--- config.mk ---
export PLATFORM = sky130hd
export DESIGN_NAME = accum_rr_arbiter
export DESIGN_NICKNAME = d
export VERILOG_FILES = /design/src/rtl/accum_arb_pkg.sv /design/src/rtl/rr_pick.sv /design/src/rtl/accum_rr_arbiter.sv
export SDC_FILE = /design/constraint.sdc
export NUM_CORES = 1
export LEC_CHECK = 0
export ABC_AREA = 1
export CAP_MARGIN = 25
export CORE_AREA = 10 10 60 62
export CTS_BUF_LIST = sky130_fd_sc_hd__clkbuf_2
export CTS_CLUSTER_DIAMETER = 80
export DETAILED_ROUTE_END_ITERATION = 12
export DIE_AREA = 0 0 70 72
export GPL_TIMING_DRIVEN = 0
export PLACE_DENSITY = 0.84
export SLEW_MARGIN = 40
export SYNTH_ARGS = -nofsm -noshare
export SYNTH_HDL_FRONTEND = slang
export SYNTH_HIERARCHICAL = 1
export SYNTH_SLANG_ARGS = --single-unit
--- constraint.sdc ---
create_clock -name clk -period 2.3 [get_ports clk]
set_input_delay 0.46 -clock clk [delete_from_list [all_inputs] [get_ports clk]]
set_output_delay 0.46 -clock clk [all_outputs]
set_load 0.03 [all_outputs]
--- src/rtl/accum_arb_pkg.sv ---
// Shared types and defaults for the round-robin accumulator arbiter.
package accum_arb_pkg;

  typedef enum logic {
    ST_IDLE = 1'b0,
    ST_LOCK = 1'b1
  } state_e;

  localparam int DATA_W_DEF    = 8;
  localparam int GROUP_LEN_DEF = 4;

  // (a + b) mod n for small non-negative operands (b < n).
  function automatic int mod_add(input int a, input int b, input int n);
    int s;
    s = a + b;
    if (s >= n) s = s - n;
    return s;
  endfunction

endpackage

--- src/rtl/rr_pick.sv ---
// Combinational round-robin picker: first set request at or after ptr, wrapping.
module rr_pick
  import accum_arb_pkg::*;
#(
  parameter int NUM_REQ = 4,
  parameter int ID_W    = $clog2(NUM_REQ)
) (
  input  logic [NUM_REQ-1:0] req,
  input  logic [ID_W-1:0]    ptr,
  output logic               any,
  output logic [ID_W-1:0]    idx
);

  logic [2*NUM_REQ-1:0] dbl;
  logic [NUM_REQ-1:0]   rot;

  // Rotate via a doubled vector so bit 0 of rot is requester ptr, then take the lowest set bit.
  always_comb begin
    dbl = {req, req};
    rot = NUM_REQ'(dbl >> ptr);
    any = |req;
    idx = '0;
    for (int k = NUM_REQ - 1; k >= 0; k--) begin
      if (rot[k]) idx = ID_W'(mod_add(int'(ptr), k, NUM_REQ));
    end
  end

endmodule

--- src/rtl/accum_rr_arbiter.sv ---
// Round-robin arbiter that locks one requester onto the accumulator for a full group.
module accum_rr_arbiter
  import accum_arb_pkg::*;
#(
  parameter int NUM_REQ   = 4,
  parameter int DATA_W    = DATA_W_DEF,
  parameter int GROUP_LEN = GROUP_LEN_DEF,
  parameter int ID_W      = $clog2(NUM_REQ)
) (
  input  logic                      clk,
  input  logic                      rst_n,
  input  logic [NUM_REQ-1:0]        req_valid,
  input  logic [NUM_REQ*DATA_W-1:0] req_data,
  output logic [NUM_REQ-1:0]        req_ready,
  output logic                      acc_valid,
  output logic [DATA_W-1:0]         acc_data,
  input  logic                      acc_ready,
  output logic                      acc_last,
  output logic [ID_W-1:0]           acc_id,
  output logic                      grant_vld,
  output logic [ID_W-1:0]           grant_id
);

  localparam int              CNT_W    = (GROUP_LEN > 1) ? $clog2(GROUP_LEN) : 1;
  localparam logic [CNT_W-1:0] LAST_CNT = CNT_W'(GROUP_LEN - 1);

  state_e           state_q, state_d;
  logic [ID_W-1:0]  grant_id_q, grant_id_d;
  logic [CNT_W-1:0] beat_cnt_q, beat_cnt_d;
  logic [ID_W-1:0]  rr_ptr_q, rr_ptr_d;

  logic              pick_any;
  logic [ID_W-1:0]   pick_idx;
  logic              sel_valid;
  logic [DATA_W-1:0] sel_data;
  logic              xfer;

  rr_pick #(
    .NUM_REQ (NUM_REQ),
    .ID_W    (ID_W)
  ) u_pick (
    .req (req_valid),
    .ptr (rr_ptr_q),
    .any (pick_any),
    .idx (pick_idx)
  );

  // Zero-latency pass-through of the granted requester; everything is quiet outside LOCK.
  always_comb begin
    sel_valid = 1'b0;
    sel_data  = '0;
    req_ready = '0;
    acc_valid = 1'b0;
    acc_data  = '0;
    acc_last  = 1'b0;
    acc_id    = '0;
    for (int i = 0; i < NUM_REQ; i++) begin
      if (grant_id_q == ID_W'(i)) begin
        sel_valid = req_valid[i];
        sel_data  = req_data[i*DATA_W +: DATA_W];
      end
    end
    if (state_q == ST_LOCK) begin
      acc_valid = sel_valid;
      acc_data  = sel_data;
      acc_last  = (beat_cnt_q == LAST_CNT) & sel_valid;
      acc_id    = grant_id_q;
      for (int i = 0; i < NUM_REQ; i++) begin
        req_ready[i] = (grant_id_q == ID_W'(i)) & acc_ready;
      end
    end
  end

  assign xfer      = acc_valid & acc_ready;
  assign grant_vld = (state_q == ST_LOCK);
  assign grant_id  = grant_id_q;

  // Next-state: arbitrate in IDLE, count beats in LOCK, release and advance pointer on the last beat.
  always_comb begin
    state_d    = state_q;
    grant_id_d = grant_id_q;
    beat_cnt_d = beat_cnt_q;
    rr_ptr_d   = rr_ptr_q;
    case (state_q)
      ST_IDLE: begin
        if (pick_any) begin
          grant_id_d = pick_idx;
          beat_cnt_d = '0;
          state_d    = ST_LOCK;
        end
      end
      ST_LOCK: begin
        if (xfer) begin
          if (acc_last) begin
            beat_cnt_d = '0;
            rr_ptr_d   = ID_W'(mod_add(int'(grant_id_q), 1, NUM_REQ));
            state_d    = ST_IDLE;
          end else begin
            beat_cnt_d = beat_cnt_q + CNT_W'(1);
          end
        end
      end
      default: state_d = ST_IDLE;
    endcase
  end

  // State registers; reset aborts any group in flight.
  always_ff @(posedge clk or negedge rst_n) begin
    if (!rst_n) begin
      state_q    <= ST_IDLE;
      grant_id_q <= '0;
      beat_cnt_q <= '0;
      rr_ptr_q   <= '0;
    end else begin
      state_q    <= state_d;
      grant_id_q <= grant_id_d;
      beat_cnt_q <= beat_cnt_d;
      rr_ptr_q   <= rr_ptr_d;
    end
  end

endmodule

---- After elaboration in Yosys (flattened, before gate mapping) ----
Cells that the tools add are included.
storage, ports and cells
  flip-flop bits (word level) ............. 7
  bits in read-only memories .............. 0
  latch bits .............................. 0
  input bits .............................. 39
  bits in writable memories ............... 0
  memories kept ........................... 0
  output and inout bits ................... 19
  word-level logic and storage cells ...... 68
cells by class
  divide/modulo/power cells ............... 0
  reductions and logical operators ........ 5
  equality and inequality tests ........... 6
  order comparisons ....................... 5
  shift operators ......................... 1
  bitwise operators ....................... 7
  $mul .................................... 0
  mux-type cells .......................... 30
  add/subtract/negate cells ............... 10
operator list
  kind                                                                                 count
  8-bit two-way mux                                                                    5
  2-bit two-way mux                                                                    13
  3-bit greater-or-equal comparator, second input constant                             4
  2-bit by 1-bit subtractor with 2-bit output, second input constant                   5
  1-bit two-way mux                                                                    9
  8-bit by 2-bit >> shifter with 4-bit output                                          1
  2-bit by 1-bit adder with 3-bit output, second input constant                        2
  2-bit by 2-bit adder with 3-bit output, second input constant                        2
  1-bit bitwise AND                                                                    6
  2-bit equality test, second input constant                                           3
  4-bit two-way mux                                                                    1
  2-bit one-hot mux with 2 select lines                                                1
  2-bit AND reduction                                                                  2
  4-bit OR reduction                                                                   1
  2-bit by 3-bit greater-or-equal comparator with 1-bit output, second input constant  1
  3-bit AND reduction                                                                  1
  2-bit by 1-bit adder with 2-bit output, second input constant                        1
  2-bit by 1-bit equality test with 1-bit output, second input constant                1
  2-bit logical NOT                                                                    1
  2-bit by 1-bit inequality test with 1-bit output, second input constant              1
  2-bit inequality test, second input constant                                         1
  1-bit one-hot mux with 2 select lines                                                1
  1-bit NOT                                                                            1

---- Depth between registers and ports, before layout ----
Gate-level depths: netlist of the first run.
  word-level depth ........................ 10
  gate-level depth with buffers ........... 12
  gate-level depth less buffers ........... 11

---- Modules after synthesis ----
The synthesis of the first run kept the hierarchy.
by module, submodules not included
  module            instances  sequential area each (sq um)  cells an instance  area each (sq um)
  accum_rr_arbiter  1          175.2                         113                730.7
  rr_pick           1          0.0                           47                 227.7

---- Worst setup path before layout of the first run ----
No wires, ideal clock.
  kind .................................... register -> output
  start ................................... reg grant_id_q[0], in the netlist grant_id[0]
  end ..................................... out acc_data[1]
  required time ........................... 1.840 ns
  buffers on the path ..................... 1
  arrival ................................. 1.984 ns
  setup slack ............................. -0.144 ns
  cell stages (with the launch flop) ...... 7
  path through ............................ dfrtp_1 > inv_1 > ha_1 > inv_2 > buf_2 > o21ai_0 > o21ai_0
on the way
  word-level cells in the longest chain between the ends .. 6
  elaborated cells between the ends (all ways) .. 9
  classes of those cells .................. eq/ne (3); mux (5); reduce/logical (1)
ends and longest elaborated chain
  item                            line                     RTL
  from (decl)                     accum_rr_arbiter.sv:28   logic [ID_W-1:0] grant_id_q, grant_id_d;
  from (signal assigned)          accum_rr_arbiter.sv:116  grant_id_q <= grant_id_d;
  2-bit logical NOT               accum_rr_arbiter.sv:58   if (grant_id_q == ID_W'(i)) begin
  8-bit two-way mux (3 in a row)  accum_rr_arbiter.sv:58
  8-bit two-way mux *             accum_rr_arbiter.sv:58
  8-bit two-way mux *             accum_rr_arbiter.sv:63   if (state_q == ST_LOCK) begin
  to (decl)                       accum_rr_arbiter.sv:16   output logic [DATA_W-1:0] acc_data,
Mark *: on every way between the ends. The rest lies on a longest branch, timed or not.

---- Worst setup path after layout of the first run ----
  start ................................... reg grant_id_q[0], in the netlist grant_id[0]
  end ..................................... out req_ready[2]
on the way
  word-level cells in the longest chain between the ends .. 3
ends and longest elaborated chain
  item                 line                    RTL
  2-bit equality test  accum_rr_arbiter.sv:69  req_ready[i] = (grant_id_q == ID_W'(i)) & acc_ready;
  1-bit bitwise AND    accum_rr_arbiter.sv:69
  4-bit two-way mux    accum_rr_arbiter.sv:63
  to (decl)            accum_rr_arbiter.sv:14  output logic [NUM_REQ-1:0] req_ready,
Every way passes these cells.

==> key figures, run 1 <==
Run
  • Max_cap viols: 0

Place
  • Place WS: -336 ps
  • Placed Cells: 247
  • Input/output buffers: 57
  • DP Wirelength: 3030 um
  • RePlAce Congestion: 0.862

Final layout
  • Final core utilization: 65.1%
  • Final Instance Count excl. Fillers: about 250
  • P&R area growth vs syn: 65.3%
  • Ant diodes: 0
  • Share of cells above drive strength 1: about a fifth
  • Fin nets: 267

Die
  • Num ports: 58
  • Die X: ~70 um
  • Core box area: 2430 um2
  • Chip height: 72 um
  • Die ar.: 5040 um2
  • FP Rows: 18
  • Initial core utilization: 39.4%

Clock network
  • Clock transition at path regs: around 70 ps
  • CTS root buf: clkbuf_2
  • CTS tree: built
  • # H-tree levels: 1
  • # clock sinks: 7
  • Cts bufs inserted: 3
  • Worst-case clock buffer depth: 2
  • Insertion delay to the later sink of the worst-skew pair: between 200 and 250 ps

Synth
  • Post-synth cell types: 23
  • Post-Synthesis Cells: 160
  • Syn avg cell area: 5.99 um2
  • Register area share after synthesis: 18.3%
  • Synthesis warning total: 6
  • Yosys top cell area share: 18.3%
  • Synth area leader: dfrtp_1
  • Synth Register Bits: 7
  • Post-Syn Area: 958 um2
  • Top cells by area, synth: dfrtp_1 18%, nand2_1 15%, nand3_1 14%
  • Syn_nets: about 200

Route
  • TritonRoute pass-1 iters: 4
  • Wirelength, routed: 3760 um
  • Drt via density: 4.92
  • Initial drt markers: 83
  • WL/cell: around 15 um
  • # DRC: 0
  • Antenna Violating Nets Remaining: 0
  • Vias: 1,240

STA
  • Slew of the pin with the lowest slew margin: between 300 and 400 ps
  • Endpoints failing hold: 0
  • Post-route setup slack: about 110 ps
  • Slew Limit Headroom: 77.8%
  • Final setup viols: 0
  • Final hold slack: just under 500 ps
  • Peak Freq: between 400 and 500 MHz
  • Final Slew Violations: 0
  • Final Cycle Share: 95.3%
  • Skew final: 0.414 ps
  • Tmin final: roughly 2200 ps

Global routing
  • Grt ovf: 0
  • Largest net degree at the start of global routing: 11
  • Wire length of the first global-routing pass: 6270 um
  • Top Usage Layer GRT: met2
  • GRT Util Overall: 14.8%
  • Initial antenna violation count: 0
  • M3 GR Usage: 1.63%
  • M1 GR Usage: between 10% and 20%
  • Met2 Resource Use GR: roughly a quarter
  • Vias in the first global route: 1,198

Outcome
  • Run status: finished, final reports clean

Hold path
  • Hold Path Class: in2async

Worst setup path
  • Startpoint Class: flip-flop
  • Worst-path fanout max: 10
  • Worst Path Arrival: 1730 ps
  • CP Class: reg2out
  • Req. time, crit path: 1840 ps
  • Crit. End Element: output port

Pwr
  • Post-layout power: about 2.5 mW
  • Worst vdd ir: 1.33 mV
  • Pwr dens: 1550 nW/um2
  • Pleak: 0.787 nW
==> Yosys cell counts, drive strengths merged <==
library cell  number
nand2             47
buf                5
nand4              4
nand3             28
xnor2              1
ha                 5
nor2               9
inv               21
dfrtp              7
clkbuf             1
nand3b             1
o21ai             18
a21oi             13
==> cell type report <==
cell class | instances | area, um2
fill | 224 | 848
multi-input combinational | 126 | 673
timing repair buffer | 58 | 538
sequential | 7 | 178
inverter | 21 | 88.8
buffer | 6 | 48.8
tap | 30 | 37.5
clock buffer | 4 | 20.0
==> sequential cells by signal (all words and copies together), names as in the netlist <==
signal	cells
beat_cnt_q	2
rr_ptr_q	2
grant_vld	1
grant_id	2
==> routing by layer <==
metal	vias to the layer above	wire, um
met2	29	1850
met4	0	24
met3	4	183
met5	-	0
met1	556	1700
li1	651	-
==> power by group <==
group	switching (mW)	internal, mW	total, mW
Combinational	1.36	0.745	2.11
Clock	0.0415	0.0462	0.0877
Sequential	0.0766	0.183	0.259
==> worst paths after layout <==
check / from / end / slack [ps] / cells past startpoint
setup / recovery: grant_id[0] / req_ready[2] / 110 / 6
hold / removal: rst_n / beat_cnt_q[1] / 490 / 1
setup reg to reg: grant_id[0] / rr_ptr_q[1] / 730 / 10
hold reg to reg: rr_ptr_q[0] / rr_ptr_q[0] / 510 / 2
max in group asynchronous: rst_n / grant_id[1] / 1540 / 1
min in group clk: rr_ptr_q[0] / rr_ptr_q[0] / 510 / 2
==> cell usage in the layout (no fill, tap or decap), types with 2 or more instances in the layout <==
master / n
o21ai_1: 8
clkdlybuf4s50_1: 42
buf_4: 3
buf_6: 3
nand2_1: 39
nand3_1: 26
buf_2: 8
dfrtp_1: 5
inv_1: 12
clkbuf_2: 5
clkbuf_4: 2
inv_2: 7
dfrtp_2: 2
nor2_1: 8
a21oi_1: 13
nand4_1: 4
dlygate4sd2_1: 2
ha_1: 3
o21ai_0: 9
clkdlybuf4s15_1: 2
nand2_2: 7
==> stage by stage <==
stage                     instance area (um2)  TNS (ps)
after floorplan                           958         0
after global placement                   1570     -3650
after detailed placement                 1570     -3790
after CTS                                1570         0
after global routing                     1580     -21.2
final                                    1580         0
==> critical path: stages, from the launching register on <==
cell and delay, ps:
dfrtp_2 450, inv_2 120, ha_4 180, inv_2 70, buf_2 180, nor2_1 100
dlygate4sd2_1 410
==> repair_timing <==
action                                  CTS  global route
gates resized for setup                  58            21
pin swaps                                 0             1
setup buffers                             0             1
hold buffers                              0             0
endpoints found under the setup margin   14            14
==> kinds of logic (layout without fill, tap and decap cells) <==
family                   after synthesis  count (layout)  synth area share, %
adder cells (fa/ha/maj)                5               5                 6.53
XOR/XNOR                               1               1                0.914
AND/OR/NAND/NOR                       89              89                 44.4
buffers and inverters                 27              89                 13.3
flip-flops                             7               7                 18.3
AO/OA/AOI/OAI                         31              31                 16.6
Note: power is estimated with default switching activity, not from simulation.
==> inputs of run 2 (changes only) <==
- CAP_MARGIN: 25 -> 40
- CORE_AREA: 10 10 60 62 -> 2 2 52 54
- DIE_AREA: 0 0 70 72 -> 0 0 54 56
==> run 2 against run 1 <==
  * Via count decreased by 1.8%
  * Maximum frequency about the same
  * Final cell count unchanged
  * Critical endpoint is now acc_data[0]
  * Hold slack lost 15 ps
  * Flip-flop and latch count unchanged
  * Global-route usage increased by 5.7 points
  * Count of clock-buffer cells in the layout did not move
  * Routed wire length is 18% lower
  * Cell area is 0.63% lower
  * Clock power rose by 0.8%
  * First-iteration DRC count is 69% lower
==> key figures, run 2 (synthesis gave the netlist of run 1 again) <==
Pwr
  • Pleak: 0.795 nW (+1.0%)
  • Post-layout power: 2.42 mW (-1.4%)
  • Worst vdd ir: 1.74 mV (+31%)
  • Pwr dens: 1540 nW/um2 (-0.76%)

Place
  • RePlAce Congestion: 0.833 (-3.4%)
  • DP Wirelength: 2400 um (-21%)
  • Placed cell areas: 1570 um2 (unchanged)
  • Input/output buffers: 57 (unchanged)

Hold path
  • Hold Path Class: in2async

Route
  • Antenna Violating Nets Remaining: 0 (unchanged)
  • WL/cell: 12.3 um (-18%)
  • # DRC: 0 (unchanged)
  • TritonRoute pass-1 iters: 4 (unchanged)
  • Wirelength, routed: 3090 um (-18%)
  • Drt via density: 4.83 (-1.8%)
  • Vias: 1,218 (-1.8%)
  • Initial drt markers: 26 (-69%)

Clock network
  • CTS tree: built
  • Cts bufs inserted: 3 (unchanged)
  • # H-tree levels: 1 (unchanged)
  • Clock transition at path regs: 70 ps (about the same)
  • # clock sinks: 7 (unchanged)
  • Worst-case clock buffer depth: 2 (unchanged)
  • CTS root buf: clkbuf_2
  • Insertion delay to the later sink of the worst-skew pair: 220 ps (about the same)

Outcome
  • Run status: finished, final reports clean

Worst setup path
  • Crit. End Element: output port
  • Worst-path fanout max: 10 (unchanged)
  • Worst Path Arrival: 1730 ps (about the same)
  • Req. time, crit path: 1840 ps (about the same)
  • Reg2Reg Setup Slack: 710 ps (-20 ps)
  • Startpoint Class: flip-flop
  • CP Class: reg2out

Global routing
  • Vias in the first global route: 1,024 (-15%)
  • Initial antenna violation count: 0 (unchanged)
  • Grt ovf: 0 (unchanged)
  • Wire length of the first global-routing pass: 4750 um (-24%)
  • GRT Util Overall: 20.5% (+5.7 points)
  • Largest net degree at the start of global routing: 11 (unchanged)

STA
  • Slew of the pin with the lowest slew margin: 347 ps (+14.1 ps)
  • Final hold slack: 479 ps (-15.3 ps)
  • Tmin final: 2190 ps (-1.71 ps)
  • Skew final: 0.678 ps (+0.264 ps)
  • Slew Limit Headroom: 76.8% (-0.94 points)
  • Final Cycle Share: 95.2% (about the same)
  • Setup TNS: 0 ps (unchanged)
  • Final setup viols: 0 (unchanged)
  • Peak Freq: 457 MHz (about the same)
  • Final Slew Violations: 0 (unchanged)
  • Endpoints failing hold: 0 (unchanged)

Die
  • FP Rows: 18 (unchanged)
  • Chip height: 56 um (-22%)
  • Num ports: 58 (unchanged)
  • Die ar.: 3020 um2 (-40%)
  • Die X: 54 um (-23%)
  • Initial core utilization: 39.4% (unchanged)
  • Core box area: 2430 um2 (unchanged)

Run
  • Max_cap viols: 0 (unchanged)

Final layout
  • Fillers: 250 (+12%)
  • Post-route cell area: 1570 um2 (-0.63%)
  • Fin nets: 267 (unchanged)
  • Commonest non-fill, non-tap cell in the layout: clkdlybuf4s50_1
  • Most frequent cells in the layout: 41 x clkdlybuf4s50_1, 39 x nand2_1, 26 x nand3_1
  • Final core utilization: 64.7% (-0.41 points)
  • Ant diodes: 0 (unchanged)
  • Share of cells above drive strength 1: 21.2% (+0.45 points)
  • P&R area growth vs syn: 64.2%
-- run 2: per-layer routing --
layer | GRT usage (%) | part of all wire [%]
met5 | 0 | 0
met4 | 5.71 | 0
met3 | 4.30 | 8.2
met2 | 29.8 | 46
met1 | 30.1 | 46
-- run 2: repair_timing --
| item | 4_1_cts | 5_1_grt |
|---|---|---|
| hold buffers | 0 | 0 |
| setup endpoints to repair | 14 | 15 |
| setup buffers | 0 | 1 |
| resized for setup | 53 | 35 |
| pin swaps | 0 | 0 |
-- run 2: worst max-delay path, cell delays in order (launching register included) --
cell,delay (ps)
dfrtp_2,440
inv_2,120
ha_4,180
inv_2,70
buf_2,180
o21ai_0,250
a21oi_1,100
buf_4,180
-- run 2: stage by stage --
step | std cells | worst slack [ps]
floorplan | 160 | 45.8
global placement | 247 | -304
detailed placement | 247 | -301
CTS | 251 | 5.62
global route | 252 | -9.33
finish | 252 | 110
-- run 2: worst paths after layout --
kind	from	to	depth (start not counted)
setup / recovery	grant_id[0]	acc_data[0]	7
hold / removal	rst_n	rr_ptr_q[0]	1
setup reg to reg	grant_id[1]	grant_vld	11
hold reg to reg	rr_ptr_q[0]	rr_ptr_q[0]	2
max in group asynchronous	rst_n	grant_id[0]	1
min in group clk	rr_ptr_q[0]	rr_ptr_q[0]	2
-- run 2: where the power goes --
part           internal, mW  switching [mW]
combinational         0.764            1.32
sequential            0.183          0.0681
clock                0.0462          0.0422
total                 0.993            1.43
-- run 2: cell type report --
cell class              count  area (um2)  share of cell area (%)
well taps                  30        37.5                    2.38
clock buffers               4        20.0                    1.27
plain buffers               6        45.0                    2.86
multi-input cells         126         671                    42.6
inverters                  21        86.3                    5.48
repair buffers             58         537                    34.1
flip-flops and latches      7         178                    11.3
